### config.mk
export PLATFORM = sky130hd
export DESIGN_NAME = alu_sequencer
export DESIGN_NICKNAME = d
export VERILOG_FILES = /design/src/rtl/alu_sequencer.sv
export SDC_FILE = /design/constraint.sdc
export NUM_CORES = 1
export LEC_CHECK = 0
export BUFFER_PORTS_ARGS = -buffer_cell sky130_fd_sc_hd__buf_4
export CAP_MARGIN = 20
export CORE_AREA = 3 3 168 170
export DETAILED_ROUTE_END_ITERATION = 16
export DIE_AREA = 0 0 171 173
export SLEW_MARGIN = 20
export SYNTH_ARGS = -nofsm -noshare
export SYNTH_HDL_FRONTEND = slang
export SYNTH_SLANG_ARGS = --single-unit
export TNS_END_PERCENT = 1
### constraint.sdc
create_clock -name clk -period 1.95 [get_ports clk]
set_clock_uncertainty 0.1 [all_clocks]
set_input_delay 0.0975 -clock clk [delete_from_list [all_inputs] [get_ports clk]]
set_output_delay 0.0975 -clock clk [all_outputs]
set_load 0.02 [all_outputs]
### src/rtl/alu_sequencer.sv
// alu_sequencer: multi-cycle issue controller in front of the 64-bit ALU.
// Accepts one decoded instruction beat, drives the ALU operands/control for
// one settle cycle, captures the result and zero flag, then presents a
// write-back/branch response.
//
// Handshakes: a beat transfers on a rising edge where valid && ready are both
// high. instr_ready is high only in IDLE. res_valid is high only in RESP, and
// every res_* / branch_taken / illegal output is held stable until the
// response transfers. The two handshakes never complete in the same cycle.
module alu_sequencer (
  input  logic        clk,
  input  logic        rst_n,
  input  logic        instr_valid,
  output logic        instr_ready,
  input  logic [31:0] instr,
  input  logic [63:0] rs1_val,
  input  logic [63:0] rs2_val,
  output logic [63:0] alu_a,
  output logic [63:0] alu_b,
  output logic [1:0]  alu_op,
  output logic [1:0]  alu_f3,
  output logic [1:0]  alu_f7,
  input  logic [63:0] alu_result,
  input  logic        alu_zf,
  output logic        res_valid,
  input  logic        res_ready,
  output logic [63:0] res_data,
  output logic [4:0]  res_rd,
  output logic        res_wen,
  output logic        branch_taken,
  output logic        illegal,
  output logic [1:0]  dbg_state
);

  typedef enum logic [1:0] {
    IDLE    = 2'd0,
    ISSUE   = 2'd1,
    CAPTURE = 2'd2,
    RESP    = 2'd3
  } state_t;

  localparam logic [6:0] OP_R      = 7'b0110011;
  localparam logic [6:0] OP_IMM    = 7'b0010011;
  localparam logic [6:0] OP_LOAD   = 7'b0000011;
  localparam logic [6:0] OP_STORE  = 7'b0100011;
  localparam logic [6:0] OP_BRANCH = 7'b1100011;

  state_t state, next_state;

  logic        accept;
  logic        resp_done;
  logic [63:0] imm_i;
  logic [63:0] imm_s;
  logic [63:0] dec_a;
  logic [63:0] dec_b;
  logic [1:0]  dec_op;
  logic        dec_wen;
  logic        dec_illegal;
  logic        dec_branch;
  logic        is_branch_q;
  logic [2:0]  br_f3_q;

  assign accept      = (state == IDLE) && instr_valid;
  assign resp_done   = (state == RESP) && res_ready;
  assign instr_ready = (state == IDLE);
  assign res_valid   = (state == RESP);
  assign dbg_state   = state;

  assign imm_i = {{52{instr[31]}}, instr[31:20]};
  assign imm_s = {{52{instr[31]}}, instr[31:25], instr[11:7]};

  // Decode the offered instruction into ALU drive values and response flags.
  always_comb begin
    dec_a       = rs1_val;
    dec_b       = rs2_val;
    dec_op      = 2'b00;
    dec_wen     = 1'b0;
    dec_illegal = 1'b0;
    dec_branch  = 1'b0;
    case (instr[6:0])
      OP_R: begin
        dec_op  = 2'b10;
        dec_wen = 1'b1;
      end
      OP_IMM, OP_LOAD: begin
        dec_b   = imm_i;
        dec_wen = 1'b1;
      end
      OP_STORE: begin
        dec_b = imm_s;
      end
      OP_BRANCH: begin
        dec_op     = 2'b01;
        dec_branch = 1'b1;
      end
      default: begin
        dec_illegal = 1'b1;
      end
    endcase
  end

  // State register.
  always_ff @(posedge clk or negedge rst_n) begin
    if (!rst_n) state <= IDLE;
    else        state <= next_state;
  end

  // Next-state logic; unsupported opcodes bypass the ALU and go straight to RESP.
  always_comb begin
    next_state = state;
    case (state)
      IDLE: begin
        if (accept) next_state = dec_illegal ? RESP : ISSUE;
      end
      ISSUE:   next_state = CAPTURE;
      CAPTURE: next_state = RESP;
      RESP: begin
        if (resp_done) next_state = IDLE;
      end
      default: next_state = IDLE;
    endcase
  end

  // Datapath registers: ALU drive latched at accept, result/branch resolved in CAPTURE.
  always_ff @(posedge clk or negedge rst_n) begin
    if (!rst_n) begin
      alu_a        <= '0;
      alu_b        <= '0;
      alu_op       <= '0;
      alu_f3       <= '0;
      alu_f7       <= '0;
      res_data     <= '0;
      res_rd       <= '0;
      res_wen      <= 1'b0;
      branch_taken <= 1'b0;
      illegal      <= 1'b0;
      is_branch_q  <= 1'b0;
      br_f3_q      <= '0;
    end else if (accept) begin
      alu_a        <= dec_a;
      alu_b        <= dec_b;
      alu_op       <= dec_op;
      alu_f3       <= instr[13:12];
      alu_f7       <= instr[31:30];
      res_rd       <= instr[11:7];
      // x0 is hardwired, so a write to it is never requested.
      res_wen      <= dec_wen && (instr[11:7] != 5'd0);
      branch_taken <= 1'b0;
      illegal      <= dec_illegal;
      is_branch_q  <= dec_branch;
      br_f3_q      <= instr[14:12];
    end else if (state == CAPTURE) begin
      res_data <= alu_result;
      if (is_branch_q) begin
        case (br_f3_q)
          3'b000:  branch_taken <= alu_zf;
          3'b001:  branch_taken <= !alu_zf;
          default: illegal      <= 1'b1;
        endcase
      end
    end
  end

endmodule
==> flow_summary.yaml, run 1 <==
place:
  io_buffer_count: 433
  pre_cts_ws_ns: 0.1199
  dpl.hpwl_um: 21690
  place_congestion: 0.7944
logic_synthesis:
  async_reset_ff_share_pct: 100.0
  syn_nets: 1047
  largest_family_of_logic_cells_by_synthesized_area: "simple AND/OR/NAND/NOR gates"
  most_frequent_cell_after_synthesis: "nand2_1"
  xor_xnor_cell_area_share_of_the_yosys_netlist_pct: 0.1020
  seq_area_frac_synth_pct: 61.17
  dominantRegCellSynth: "dfrtp_1"
  postSynthAreaPerCell_um2: 10.57
  synth.yosys.warnings: 0
  area_share_of_the_largest_cell_type_after_synthesis_pct: 61.17
  count_of_flip_flops_with_a_built_in_enable_after_synthesis: 0
  synth_largest_area_cell: "dfrtp_1"
  syn-cell-area_mm2: 0.008591
  post_synth_most_frequent_cells: "nand2_1, dfrtp_1, mux2_2, o21ai_0, nor2_1"
  synth_cells: 813
  synth.top_cells.by_area: "dfrtp_1, nand2_1, mux2_2, o21ai_0, nor2_1"
  cell_variety_after_synth: 39
  mux_cell_area_share_after_synthesis_pct: 8.506
  postSynthRegisterBits: 210
  post_synth_fa_ha_maj_area_fraction_pct: 0.7282
  synth-compound-area-share_pct: 10.34
  yosys.area_share.simple_pct: 15.29
die:
  dieArea_mm2: 0.02958
  core_area_mm2: 0.02688
  dieHeight_um: 173
  start_util_pct: 31.96
  chipWidth_um: 171
  row_count: 60
  top_level_ports: 439
sta:
  setup_repair_after_global_routing_missed_its_margin: "false"
  hold_violations: 0
  layout_setup_ws_ns: 0.1284
  timing.final.crit_period_ns: 1.822
  timing_worst_slew_pin_value_ns: 0.9167
  post-route-period-util_pct: 93.41
  max_clock_freq_ghz: 0.5490
  maxSlewViolCount: 0
  max_slew_margin_pct: 38.68
  setup_tns_ns: 0
  setup-violations-final: 0
grt:
  maximum_number_of_pins_on_one_net_before_global_route_repair: 65
  grt_first_pass_wirelength_um: 50240
  via_count_of_the_first_global_routing_pass: 8911
  grt-ovfl-total: 0
  antenna_found_initial: 2
  grtUsageTotal_pct: 21.21
worst_setup_path:
  criticalPathCategory: "input pin to flip-flop"
  worst_r2r_startpoint: "dbg_state[0]"
  max_stage_delay_ns: 0.56
  cp-end-kind: "flip-flop"
  crit_path_max_fanout: 9
  cp_cell_sequence: "dlygate4sd3_1 -> buf_4 -> and4bb_2 -> buf_4 -> nand3_1 -> dlygate4sd3_1 -> a31oi_1"
  arrival_ns: 2.15
  critical_path.startpoint_type: "input pin"
  crit_path_start: "instr[0]"
  critPathSlowestCell: "dlygate4sd3_1"
  critical_path_required_ns: 2.28
power:
  ir_drop_uv: 798.2
  power_density_mw_per_mm2: 1528
  power.static_leakage_nw: 7.446
clock_network:
  tritoncts: "done"
  cts.clk_slew.worst_paths_ns: 0.06
  worstSkewPairLatency_ns: 0.50
  cts_buffer_depth: 3
  clockRootBuffer: "clkbuf_16"
  numClockSinks: 210
  numCtsBuffers: 25
  cts_htree_levels: 1
  post_cts_buffers: 0
layout:
  fin_nets: 1696
  syn_to_final_growth_pct: 78.50
  final_layout_size_suffix_gt1_share_pct: 39.63
detailed_routing:
  detail-route-antenna-nets: 0
  detailed_route_drc_error_count: 0
  drt_wl_total_um: 32800
  drt-initial-drc-count: 460
  routed_wire_length_per_instance_um: 18.03
  via_count: 8409
  viasPerCell: 4.623
  drt_first_pass_iters: 5
min_path:
  min_path_type: "input pin to asynchronous set/reset pin"
run:
  max_cap_viol_count: 0
status:
  outcome: "finished, final reports clean"
## through the flow
stage	instances	utilization [%]	cell area, µm²	power (W)	hold slack, ns
final	1819	57.06	15330	0.02343	0.09056
after global routing	1819	57.06	15330	0.02482	0.1141
after CTS	1817	57.03	15330	0.02361	0.07273
after floorplan	813	-	8591	0.01350	-0.2981
after global placement	1549	45.65	12270	0.01849	-0.04835
after detailed placement	1549	45.65	12270	0.01868	-0.04635
## where the power goes
| part | internal, W | switching, W | total, W |
|---|---|---|---|
| Clock | 0.00265 | 0.00180 | 0.00445 |
| Sequential | 0.00647 | 0.00119 | 0.00766 |
| Combinational | 0.00507 | 0.00625 | 0.0113 |
| Total | 0.0142 | 0.00924 | 0.0234 |
## metal layers
layer | part of all wire, % | track usage (%)
met2 | 50 | 37.54
met5 | 0 | 0
met1 | 39 | 25.40
met3 | 8.1 | 5.601
met4 | 2.5 | 5.634
## sequential cells by signal (all words and copies together), names as in the netlist, 2 cells and up
signal	cells
alu_a	64
br_f3_q	2
alu_op	2
alu_f7	2
res_data	64
res_rd	5
alu_b	64
dbg_state	2
## kinds of logic (layout without fill, tap and decap cells)
family	Yosys count	after routing
other	0	2
and+or+nand+nor	326	326
adders and majority gates	5	5
DFF	210	210
muxes	65	65
xor gates and xnor gates	1	1
AOI/OAI and AO/OA	143	143
buffers and inverters	63	726
## layout make-up
type	instances	area, µm²
antenna	2	5.005
sequential	210	5255
inverter	5	18.77
timing repair buffer	680	5828
multi-input combinational	540	3024
tap	341	426.7
clock buffer	33	705.7
clock inverter	8	71.32
fill	2248	11540
## worst paths after layout
| check | to | slack (ns) | cells past startpoint |
|---|---|---|---|
| worst max-delay path | alu_b[9] | 0.13 | 7 |
| worst min-delay path | alu_f7[0] | 0.09 | 3 |
| worst max register to register | alu_b[12] | 0.15 | 7 |
| worst min register to register | alu_a[35] | 0.37 | 2 |
| max in group asynchronous | res_wen | 0.34 | 3 |
| min in group clk | alu_b[0] | 0.11 | 4 |
## worst max-delay path, delay by kind of cell
family	cells	cell delay, ns
and+or+nand+nor	2	0.46
AOI/OAI and AO/OA	1	0.17
buffers and inverters	4	1.42
## placed cells by master, fill, tap and decap left out, drive strengths merged, types with 2 or more instances in the layout
cell,netlist,final
inv,5,5
dfrtp,210,210
nand3,11,11
and3b,5,5
a31oi,7,7
o21ai,62,62
buf,39,454
clkbuf,19,33
mux2,64,64
ha,5,5
o211ai,5,5
nor2b,6,6
nor2,61,61
o2111ai,6,6
nand2,235,235
a21oi,55,55
clkinv,0,6
diode,0,2
dlygate4sd3,0,226
o211a,2,2
## what timing repair did
item	in CTS	in global routing
endpoints found under the setup margin	0	16
endpoints found under the hold margin	420	0
resized for setup	0	2
hold buffers	227	0
Power figures use the tool's default switching activity.
==> run 2: changes to the inputs <==
--- a/config.mk
+++ b/config.mk
@@ -10,6 +10,7 @@
 export CORE_AREA = 3 3 168 170
 export DETAILED_ROUTE_END_ITERATION = 16
 export DIE_AREA = 0 0 171 173
+export REMOVE_ABC_BUFFERS = 1
 export SLEW_MARGIN = 20
 export SYNTH_ARGS = -nofsm -noshare
 export SYNTH_HDL_FRONTEND = slang
==> flow_summary.yaml, run 2 (synthesis results as in run 1) <==
worst_setup_path:
  critical_path_required_ns: 2.28
  setup.reg_to_reg.worst_slack_ns: 0.12
  criticalPathCategory: "flip-flop to flip-flop"
  worst_r2r_startpoint: "dbg_state[0]"
  critical_path.startpoint_type: "flip-flop"
  arrival_ns: 2.16
  crit_path_max_fanout: 52
  cp-end-kind: "flip-flop"
  worst_r2r_path_depth: 6
  rr_endpoint: "alu_b[63]"
sta:
  max_clock_freq_ghz: 0.5477
  post-route-period-util_pct: 93.63
  timing.final.crit_period_ns: 1.826
  hold_violations: 0
  timing_worst_slew_pin_value_ns: 0.5372
  setup_repair_after_global_routing_missed_its_margin: "false"
  maxSlewViolCount: 0
  setup-violations-final: 0
  max_slew_margin_pct: 64.18
layout:
  final_cell_mix: "buf_4, nand2_1, dlygate4sd3_1, dfrtp_1, mux2_2"
  syn_to_final_growth_pct: 78.39
  stdcell_count: 1818
  fin_nets: 1695
  post-route-util_pct: 57.02
  insertedDiodeCount: 0
  layout.cells.most_common: "buf_4"
  final_layout_size_suffix_gt1_share_pct: 39.68
  reg_top3: "alu_a (64), alu_b (64), res_data (64)"
clock_network:
  tritoncts: "done"
  cts.clk_slew.worst_paths_ns: 0.06
  clockRootBuffer: "clkbuf_16"
  cts_buffer_depth: 3
  cts_htree_levels: 1
  numCtsBuffers: 24
  numClockSinks: 210
  worstSkewPairLatency_ns: 0.50
  post_cts_buffers: 0
grt:
  via_count_of_the_first_global_routing_pass: 8800
  antenna_found_initial: 1
  grt-ovfl-total: 0
  maximum_number_of_pins_on_one_net_before_global_route_repair: 65
  grt_first_pass_wirelength_um: 48820
  grtUsageTotal_pct: 20.40
power:
  power.static_leakage_nw: 7.457
  ir_drop_uv: 857.8
  power_density_mw_per_mm2: 1531
  report.power.total_w: 0.02346
status:
  outcome: "finished, final reports clean"
run:
  max_cap_viol_count: 0
detailed_routing:
  drt_wl_total_um: 31800
  detail-route-antenna-nets: 0
  drt-initial-drc-count: 398
  drt_first_pass_iters: 4
  detailed_route_drc_error_count: 0
  viasPerCell: 4.583
  via_count: 8332
  routed_wire_length_per_instance_um: 17.49
place:
  place_congestion: 0.7728
  dpl.hpwl_um: 20890
  io_buffer_count: 433
  place_inst: 1551
die:
  top_level_ports: 439
  dieHeight_um: 173
  row_count: 60
  dieArea_mm2: 0.02958
  start_util_pct: 31.96
  chipWidth_um: 171
  core_area_mm2: 0.02688
min_path:
  min_path_type: "input pin to asynchronous set/reset pin"
## run 2: changes by cell type in the layout (fill, tap and decap cells not counted), moves of 2 or more
cell      change
diode_2       -2
buf_12        -2
clkbuf_8      +2
buf_4         +2
## run 2: cell type report
type                            count  area [µm²]
Sequential cell                   210        5255
Timing Repair Buffer              680        5804
Clock buffer                       35       733.2
Tap cell                          341       426.7
Multi-Input combinational cell    540        3023
Clock inverter                      7       63.81
Fill cell                        2204       11550
Inverter                            5       18.77
## run 2: through the flow
step | worst slack [ns] | setup TNS, ns | area [µm²] | hold slack [ns]
final | 0.1243 | 0 | 15320 | 0.03703
after floorplan | -2.240 | -340.91 | 8278 | -0.2981
after detailed placement | 0.1344 | 0 | 12270 | 0.005412
after CTS | 0.1419 | 0 | 15320 | 0.02380
after global routing | 0.002406 | 0 | 15320 | 0.07528
after global placement | 0.1849 | 0 | 12270 | -0.006451
## run 2: worst max-delay path: stages, from the launching register on
cell and delay [ns]:
dfrtp_1 0.39, inv_1 0.17, ha_1 0.29, and2_4 0.30
buf_12 0.26, nor2_1 0.07, a21oi_1 0.13
## run 2: timing repair
action | in CTS | in global routing
hold buffers | 225 | 0
endpoints found under the setup margin | 0 | 1
gates resized for setup | 0 | 1
hold endpoints to repair | 420 | 0
## run 2: routing by layer
metal | wire [µm] | vias to the layer above | track usage [%]
met5 | 7 | - | 0
met2 | 15140 | 345 | 35.05
li1 | - | 3978 | -
met3 | 3061 | 68 | 7.064
met1 | 12580 | 3939 | 24.18
met4 | 1015 | 2 | 5.701
## run 2: worst max-delay path by stage
stage	from	to	slack, ns
5_1_grt	dbg_state[0]	alu_b[30]	0.002
6_report	dbg_state[0]	alu_b[63]	0.12
3_5_place_dp	dbg_state[0]	alu_b[63]	0.13
3_3_place_gp	dbg_state[0]	alu_b[7]	0.18
4_1_cts	dbg_state[0]	alu_b[63]	0.14
2_1_floorplan	dbg_state[0]	alu_b[0]	-2.24
## run 2: where the power goes
| group | internal [W] | switching (W) | leakage, nW |
|---|---|---|---|
| Combinational | 0.00505 | 0.00624 | 4.57 |
| Sequential | 0.00647 | 0.00117 | 2.49 |
| Clock | 0.00272 | 0.00181 | 0.400 |
